`src/rtl/imm_table_sequencer_if.sv`:
```
// imm_table_sequencer_if
// Bundles the two requester handshakes, the immediate-table port and the
// result port of imm_table_sequencer.
//   master : requesters + table side (drives req/sel/ext and imm_in)
//   slave  : the sequencer (drives gnt, imm_sel and the result signals)
// Signals:
//   req0/sel0/ext0/gnt0  requester 0 (decode) beat handshake
//   req1/sel1/ext1/gnt1  requester 1 (branch unit) beat handshake
//   imm_sel/imm_in       table select (registered) and table data
//   q/q_valid/q_id/q_ovf/q_err  accumulated result and status
interface imm_table_sequencer_if;
    logic        req0;
    logic [2:0]  sel0;
    logic        ext0;
    logic        gnt0;
    logic        req1;
    logic [2:0]  sel1;
    logic        ext1;
    logic        gnt1;
    logic [2:0]  imm_sel;
    logic [15:0] imm_in;
    logic [15:0] q;
    logic        q_valid;
    logic        q_id;
    logic        q_ovf;
    logic        q_err;

    modport master (
        output req0, sel0, ext0, req1, sel1, ext1, imm_in,
        input  gnt0, gnt1, imm_sel, q, q_valid, q_id, q_ovf, q_err
    );

    modport slave (
        input  req0, sel0, ext0, req1, sel1, ext1, imm_in,
        output gnt0, gnt1, imm_sel, q, q_valid, q_id, q_ovf, q_err
    );
endinterface

```
`src/rtl/imm_table_sequencer.sv`:
```
// imm_table_sequencer
// Shares the 8-entry x 16-bit immediate table between decode (requester 0)
// and the branch unit (requester 1). A transaction is one or more table
// beats; chained beats are summed modulo 2^16 so constants outside the
// table can be built up. Ties between requesters are broken round-robin.
// Ports:
//   clk    clock
//   rst_n  asynchronous active-low reset
//   bus    imm_table_sequencer_if.slave (handshakes, table port, result)
// Parameters:
//   MAX_BEATS   maximum beats per chain (1..8); a longer chain is truncated
//   TMO_CYCLES  idle-wait limit in CHAIN (timeout build only)
// Build option:
//   IMM_CHAIN_TIMEOUT_EN  when defined, a chain whose owner stops sending
//                         beats is closed after TMO_CYCLES with q_err=1;
//                         otherwise CHAIN waits forever and q_err is 0.
//
// state | meaning
// IDLE  | arbitrate and accept the first beat of a transaction
// LOOK  | table data for imm_sel is valid; add it into the accumulator
// CHAIN | wait for the owner's next beat (other requester locked out)
// DONE  | result strobe cycle; no grants
module imm_table_sequencer #(
    parameter int MAX_BEATS  = 4,
    parameter int TMO_CYCLES = 15
) (
    input  logic                  clk,
    input  logic                  rst_n,
    imm_table_sequencer_if.slave  bus
);

    if (MAX_BEATS < 1 || MAX_BEATS > 8 || TMO_CYCLES < 1) begin : g_bad_param
        $error("imm_table_sequencer: MAX_BEATS must be 1..8 and TMO_CYCLES >= 1");
    end

    typedef enum logic [1:0] {IDLE, LOOK, CHAIN, DONE} state_t;

    localparam logic [3:0] MAX_CNT = 4'(MAX_BEATS);

    state_t      state;
    logic [15:0] acc;
    logic [3:0]  count;
    logic        owner;
    logic        rr_last;
    logic        ext_q;
    logic [2:0]  imm_sel_r;
    logic [15:0] q_r;
    logic        q_valid_r;
    logic        q_id_r;
    logic        q_ovf_r;

    logic        any_req;
    logic        win;
    logic        src;
    logic        owner_req;
    logic [2:0]  beat_sel;
    logic        beat_ext;
    logic [15:0] acc_next;

    assign any_req   = bus.req0 | bus.req1;
    // Single requester wins outright; on a tie the one not granted last wins.
    assign win       = (bus.req0 & bus.req1) ? ~rr_last : bus.req1;
    assign src       = (state == IDLE) ? win : owner;
    assign owner_req = owner ? bus.req1 : bus.req0;
    assign beat_sel  = src ? bus.sel1 : bus.sel0;
    assign beat_ext  = src ? bus.ext1 : bus.ext0;
    assign acc_next  = acc + bus.imm_in;

    // Grants are gated by reset so nothing is accepted while held in reset.
    assign bus.gnt0 = rst_n & (((state == IDLE) & any_req & ~win) |
                               ((state == CHAIN) & ~owner & bus.req0));
    assign bus.gnt1 = rst_n & (((state == IDLE) & any_req & win) |
                               ((state == CHAIN) & owner & bus.req1));

    assign bus.imm_sel = imm_sel_r;
    assign bus.q       = q_r;
    assign bus.q_valid = q_valid_r;
    assign bus.q_id    = q_id_r;
    assign bus.q_ovf   = q_ovf_r;

`ifdef IMM_CHAIN_TIMEOUT_EN
    localparam int WAIT_W = (TMO_CYCLES < 2) ? 1 : $clog2(TMO_CYCLES + 1);
    localparam logic [WAIT_W-1:0] WAIT_LIMIT = WAIT_W'(TMO_CYCLES);

    logic [WAIT_W-1:0] wait_cnt;
    logic              q_err_r;

    assign bus.q_err = q_err_r;
`else
    assign bus.q_err = 1'b0;
`endif

    always_ff @(posedge clk or negedge rst_n) begin
        if (!rst_n) begin
            state     <= IDLE;
            acc       <= '0;
            count     <= '0;
            owner     <= 1'b0;
            rr_last   <= 1'b1;
            ext_q     <= 1'b0;
            imm_sel_r <= '0;
            q_r       <= '0;
            q_valid_r <= 1'b0;
            q_id_r    <= 1'b0;
            q_ovf_r   <= 1'b0;
`ifdef IMM_CHAIN_TIMEOUT_EN
            wait_cnt  <= '0;
            q_err_r   <= 1'b0;
`endif
        end else begin
            q_valid_r <= 1'b0;
            case (state)
                IDLE: begin
                    if (any_req) begin
                        imm_sel_r <= beat_sel;
                        owner     <= win;
                        rr_last   <= win;
                        ext_q     <= beat_ext;
                        acc       <= '0;
                        count     <= 4'd1;
                        state     <= LOOK;
                    end
                end
                LOOK: begin
                    acc <= acc_next;
                    if (ext_q && (count < MAX_CNT)) begin
                        state <= CHAIN;
`ifdef IMM_CHAIN_TIMEOUT_EN
                        wait_cnt <= '0;
`endif
                    end else begin
                        // Result is registered on the way into DONE so
                        // q_valid and q line up in the DONE cycle.
                        state     <= DONE;
                        q_r       <= acc_next;
                        q_id_r    <= owner;
                        q_ovf_r   <= ext_q;
                        q_valid_r <= 1'b1;
`ifdef IMM_CHAIN_TIMEOUT_EN
                        q_err_r   <= 1'b0;
`endif
                    end
                end
                CHAIN: begin
                    if (owner_req) begin
                        imm_sel_r <= beat_sel;
                        ext_q     <= beat_ext;
                        count     <= count + 4'd1;
                        state     <= LOOK;
                    end
`ifdef IMM_CHAIN_TIMEOUT_EN
                    else if (wait_cnt == WAIT_LIMIT) begin
                        state     <= DONE;
                        q_r       <= acc;
                        q_id_r    <= owner;
                        q_ovf_r   <= 1'b0;
                        q_err_r   <= 1'b1;
                        q_valid_r <= 1'b1;
                    end else begin
                        wait_cnt <= wait_cnt + 1'b1;
                    end
`endif
                end
                DONE: begin
                    state <= IDLE;
                end
                default: begin
                    state <= IDLE;
                end
            endcase
        end
    end

endmodule

```
`src/flat_wrapper.sv`:
```
// flat-port wrapper written by rule: the top's interface ports become plain ports
module imm_table_sequencer_flat 
#(
    parameter int MAX_BEATS  = 4,
    parameter int TMO_CYCLES = 15
)
  (clk, rst_n, bus_req0, bus_sel0, bus_ext0, bus_req1, bus_sel1, bus_ext1, bus_imm_in, bus_gnt0, bus_gnt1, bus_imm_sel, bus_q, bus_q_valid, bus_q_id, bus_q_ovf, bus_q_err);
  imm_table_sequencer_if bus_i ();
  input  logic clk;
  input  logic rst_n;
  input wire logic [$bits(bus_i.req0)-1:0] bus_req0;
  input wire logic [$bits(bus_i.sel0)-1:0] bus_sel0;
  input wire logic [$bits(bus_i.ext0)-1:0] bus_ext0;
  input wire logic [$bits(bus_i.req1)-1:0] bus_req1;
  input wire logic [$bits(bus_i.sel1)-1:0] bus_sel1;
  input wire logic [$bits(bus_i.ext1)-1:0] bus_ext1;
  input wire logic [$bits(bus_i.imm_in)-1:0] bus_imm_in;
  output wire logic [$bits(bus_i.gnt0)-1:0] bus_gnt0;
  output wire logic [$bits(bus_i.gnt1)-1:0] bus_gnt1;
  output wire logic [$bits(bus_i.imm_sel)-1:0] bus_imm_sel;
  output wire logic [$bits(bus_i.q)-1:0] bus_q;
  output wire logic [$bits(bus_i.q_valid)-1:0] bus_q_valid;
  output wire logic [$bits(bus_i.q_id)-1:0] bus_q_id;
  output wire logic [$bits(bus_i.q_ovf)-1:0] bus_q_ovf;
  output wire logic [$bits(bus_i.q_err)-1:0] bus_q_err;
  assign bus_i.req0 = bus_req0;
  assign bus_i.sel0 = bus_sel0;
  assign bus_i.ext0 = bus_ext0;
  assign bus_i.req1 = bus_req1;
  assign bus_i.sel1 = bus_sel1;
  assign bus_i.ext1 = bus_ext1;
  assign bus_i.imm_in = bus_imm_in;
  assign bus_gnt0 = bus_i.gnt0;
  assign bus_gnt1 = bus_i.gnt1;
  assign bus_imm_sel = bus_i.imm_sel;
  assign bus_q = bus_i.q;
  assign bus_q_valid = bus_i.q_valid;
  assign bus_q_id = bus_i.q_id;
  assign bus_q_ovf = bus_i.q_ovf;
  assign bus_q_err = bus_i.q_err;
  imm_table_sequencer #(.MAX_BEATS(MAX_BEATS), .TMO_CYCLES(TMO_CYCLES)) u_core (.clk(clk), .rst_n(rst_n), .bus(bus_i));
endmodule
```
`config.mk`:
```
export PLATFORM = sky130hd
export DESIGN_NAME = imm_table_sequencer_flat
export DESIGN_NICKNAME = d
export VERILOG_FILES = /design/src/rtl/imm_table_sequencer_if.sv /design/src/rtl/imm_table_sequencer.sv /design/src/flat_wrapper.sv
export SDC_FILE = /design/constraint.sdc
export NUM_CORES = 1
export LEC_CHECK = 0
export ABC_AREA = 1
export CORE_UTILIZATION = 35
export DETAILED_ROUTE_END_ITERATION = 16
export MAX_ROUTING_LAYER = met4
export PLACE_DENSITY_LB_ADDON = 0.3
export SYNTH_ARGS = -nofsm -noshare
export SYNTH_HDL_FRONTEND = slang
export SYNTH_SLANG_ARGS = --single-unit
```
`constraint.sdc`:
```
create_clock -name clk -period 4.8 [get_ports clk]
set_input_delay 1.2 -clock clk [delete_from_list [all_inputs] [get_ports clk]]
set_output_delay 1.2 -clock clk [all_outputs]
set_load 0.02 [all_outputs]
```
==> metrics.csv <==
stage,metric,value,unit
synth,post-synthesis sequential area ratio,0.408,
cts,post-cts resize count,0,
power,Comb power frac,0.599,
synth,Adder-Cell Fraction of Synth Area,0.0763,
synth,cell taking the most area after synthesis,dfrtp_1,
placement,port bufs,51,
power,Flop pwr share,0.295,
timing,total negative setup slack,0,ps
detailed_routing,# DRC,0,
worst_setup_path,crit-path max FO,6,
timing,number of setup violations in the final report,0,
cts,"Clk Latency, worst-skew pair",320,ps
synth,Synth Instances,395,
power,peak supply drop,0.270,mV
timing,hold slack,474,ps
detailed_routing,vias per cell,4.63,
synth,Synth Area in XOR/XNOR,0.0212,
status,status,"finished, final reports clean",
worst_setup_path,worst reg2reg setup slack,2780,ps
power,NetSw,1140,uW
synth,syn nets,440,
floorplanning,die width,92.8,microns
finish,layout cell share with drive strength beyond 1,0.0624,
timing,clk_skew,10.4,ps
finish,area delta synth->final,23.4,%
global_route,initial antenna violation count,0,
timing,Rel. slew slack,0.600,
floorplanning,row count,32,
synth,#FFs+latches synth,47,
power,internal power,1240,uW
synth,Synth Area in Simple Gates,0.323,
floorplanning,I/O pin count,53,
detailed_routing,WL final,6.69,mm
synth,combinational family with the most area after synthesis,simple AND/OR/NAND/NOR gates,
flow_run,Maximum Capacitance Violations,0,
global_route,first-pass GRT wire length,11.7,mm
finish,Layout Nets,493,
finish,Ant. Diodes,0,
power,Clk pwr share,0.106,
placement,DP HPWL,4.90,mm
timing,Final Hold Viols,0,
global_route,GRT Overall Usage,0.177,
cts,CTS tree,built,
detailed_routing,Initial DRC Count,113,
global_route,vias in the first global route,2594,
worst_setup_path,critical path endpoint category,output pin,
timing,fmax,243,MHz
floorplanning,die area,0.00862,sq mm
finish,Final Core Density,0.454,
power,Power per Cell Area,668,mW/mm^2
synth,synth top area cells,"dfrtp_1, nand2_1, inv_1",
detailed_routing,router iterations before antenna repair,4,
timing,fin crit period,4110,ps
synth,ys async rst share,1.00,
synth,Yosys top cell area share,0.399,
power,LEAKAGE,0.00187,uW
detailed_routing,WL/cell,12.1,microns
synth,Post-synth EDFFs,0,
worst_setup_path,crit start category,input port,
power,Final Power,2380,uW
synth,Synth warnings,0,
cts,Worst-path clk slew,90,ps
synth,synthesized area per cell,7.31,sq um
synth,Post-synth top cells,"nand2_1, inv_1, dfrtp_1",
cts,TritonCTS Buffers,5,
cts,CTS max path bufs,2,
synth,complex-gate fraction of the synthesized area,0.0763,
worst_setup_path,Worst Setup Path Type,input port to output pin,
timing,final slew viol count,0,
power,Sw Ratio,0.479,
worst_setup_path,Critical Path RT,3600,ps
synth,Synth Flop Type,dfrtp_1,
synth,"count leader, synth",nand2_1,
finish,design area,0.00356,sq mm
global_route,largest net degree at the start of global routing,48,
timing,crit share post-route,0.856,
floorplanning,initial core utilization,0.368,
cts,setup repair bufs after CTS,0,
synth,library cells used by synthesis,31,
floorplanning,CORE AREA,0.00785,sq mm
detailed_routing,via count,2549,
placement,routability congestion estimate,0.896,
worst_setup_path,Critical Path AT,2910,ps
detailed_routing,Post-DRT Antenna Nets,0,
cts,htree depth,2,
synth,post-synthesis mux area share,0,
global_route,GR Overflow Total,0,
timing,Least-Margin Pin Slew,599,ps
finish,fill count,842,
synth,Post-Syn Area,0.00289,sq mm
floorplanning,Chip Height,92.8,microns
cts,root buffer cell,clkbuf_8,
cts,CTS Hold Bufs,0,
timing,RSZ-0062 raised after global routing,false,
cts,CTS sink cnt,47,
placement,placed instance area,0.00348,sq mm
min_path,HP Class,flop to flop,
## registers in the layout, summed over array words and instances, names as in the netlist
register,cells
u_core.acc,16
u_core.bus.q,16
u_core.count,4
u_core.bus.imm_sel,3
u_core.state,2
u_core.bus.q_id,1
u_core.bus.q_ovf,1
u_core.bus.q_valid,1
u_core.ext_q,1
u_core.owner,1
u_core.rr_last,1
## final cells by class
cell class,count,area (sq um),share of cell area
multi-input combinational,284,1440,0.403
timing repair buffer,52,513,0.144
clock inverter,2,16.3,0.00456
inverter,58,220,0.0618
sequential,47,1180,0.330
tap,102,128,0.0358
clock buffer,6,72.6,0.0204
## logic make-up (layout without fill, tap and decap cells)
logic type      Yosys count  after routing
flops                    47             47
other cells               1              1
buf+inv                  64            118
compound gates           36             36
simple gates            223            223
xor+xnor                  7              7
fa+ha+maj                17             17
## cells in the final DEF, fill, tap and decap left out, types with 3 or more instances in the layout
cell type and instances:
o21ai_2 6, nand3_1 36, nor2_1 17, o21ai_0 15, clkbuf_8 5, nand2_1 155, clkdlybuf4s50_1 50, xor2_1 3
o21ai_1 4, ha_1 16, inv_1 54, dfrtp_1 46, a21oi_1 9, inv_2 3, xnor2_1 4, nor3_1 4
## through the flow
stage | std cells | setup slack, ps
floorplan | 395 | 1760
global placement | 543 | 749
detailed placement | 543 | 719
CTS | 551 | 705
global route | 551 | 613
finish | 551 | 692
## worst max-delay path, cell delays in order
cell,delay (ps)
clkdlybuf4s50_1,570
o21ai_1,120
inv_1,200
nand2_1,70
a21oi_1,120
clkdlybuf4s50_1,610
## metal layers
layer  wire length [microns]  vias up  share of wire  track usage
met1                    3220     1127           0.48        0.214
met5                       0        -              0            -
li1                        -     1338              -            -
met4                     112        0          0.017       0.0564
met2                    2980       72           0.44        0.281
met3                     382       12          0.057       0.0575
## power by group through the flow
stage,clock [uW],combinational (uW),sequential (uW)
global placement,0,1410,707
detailed placement,0,1430,708
floorplan,0,921,801
CTS,261,1440,704
finish,252,1430,703
global route,279,1630,730
## worst paths after layout
path,startpoint,to,cells after the start
setup / recovery,bus_req1,bus_gnt0,6
hold / removal,u_core.rr_last,u_core.rr_last,2
setup reg to reg,u_core.state[0],u_core.bus.q[0],7
hold reg to reg,u_core.rr_last,u_core.rr_last,2
max in group asynchronous,rst_n,u_core.count[1],2
min in group asynchronous,rst_n,u_core.bus.q[7],2
(Power assumes the default switching activity.)
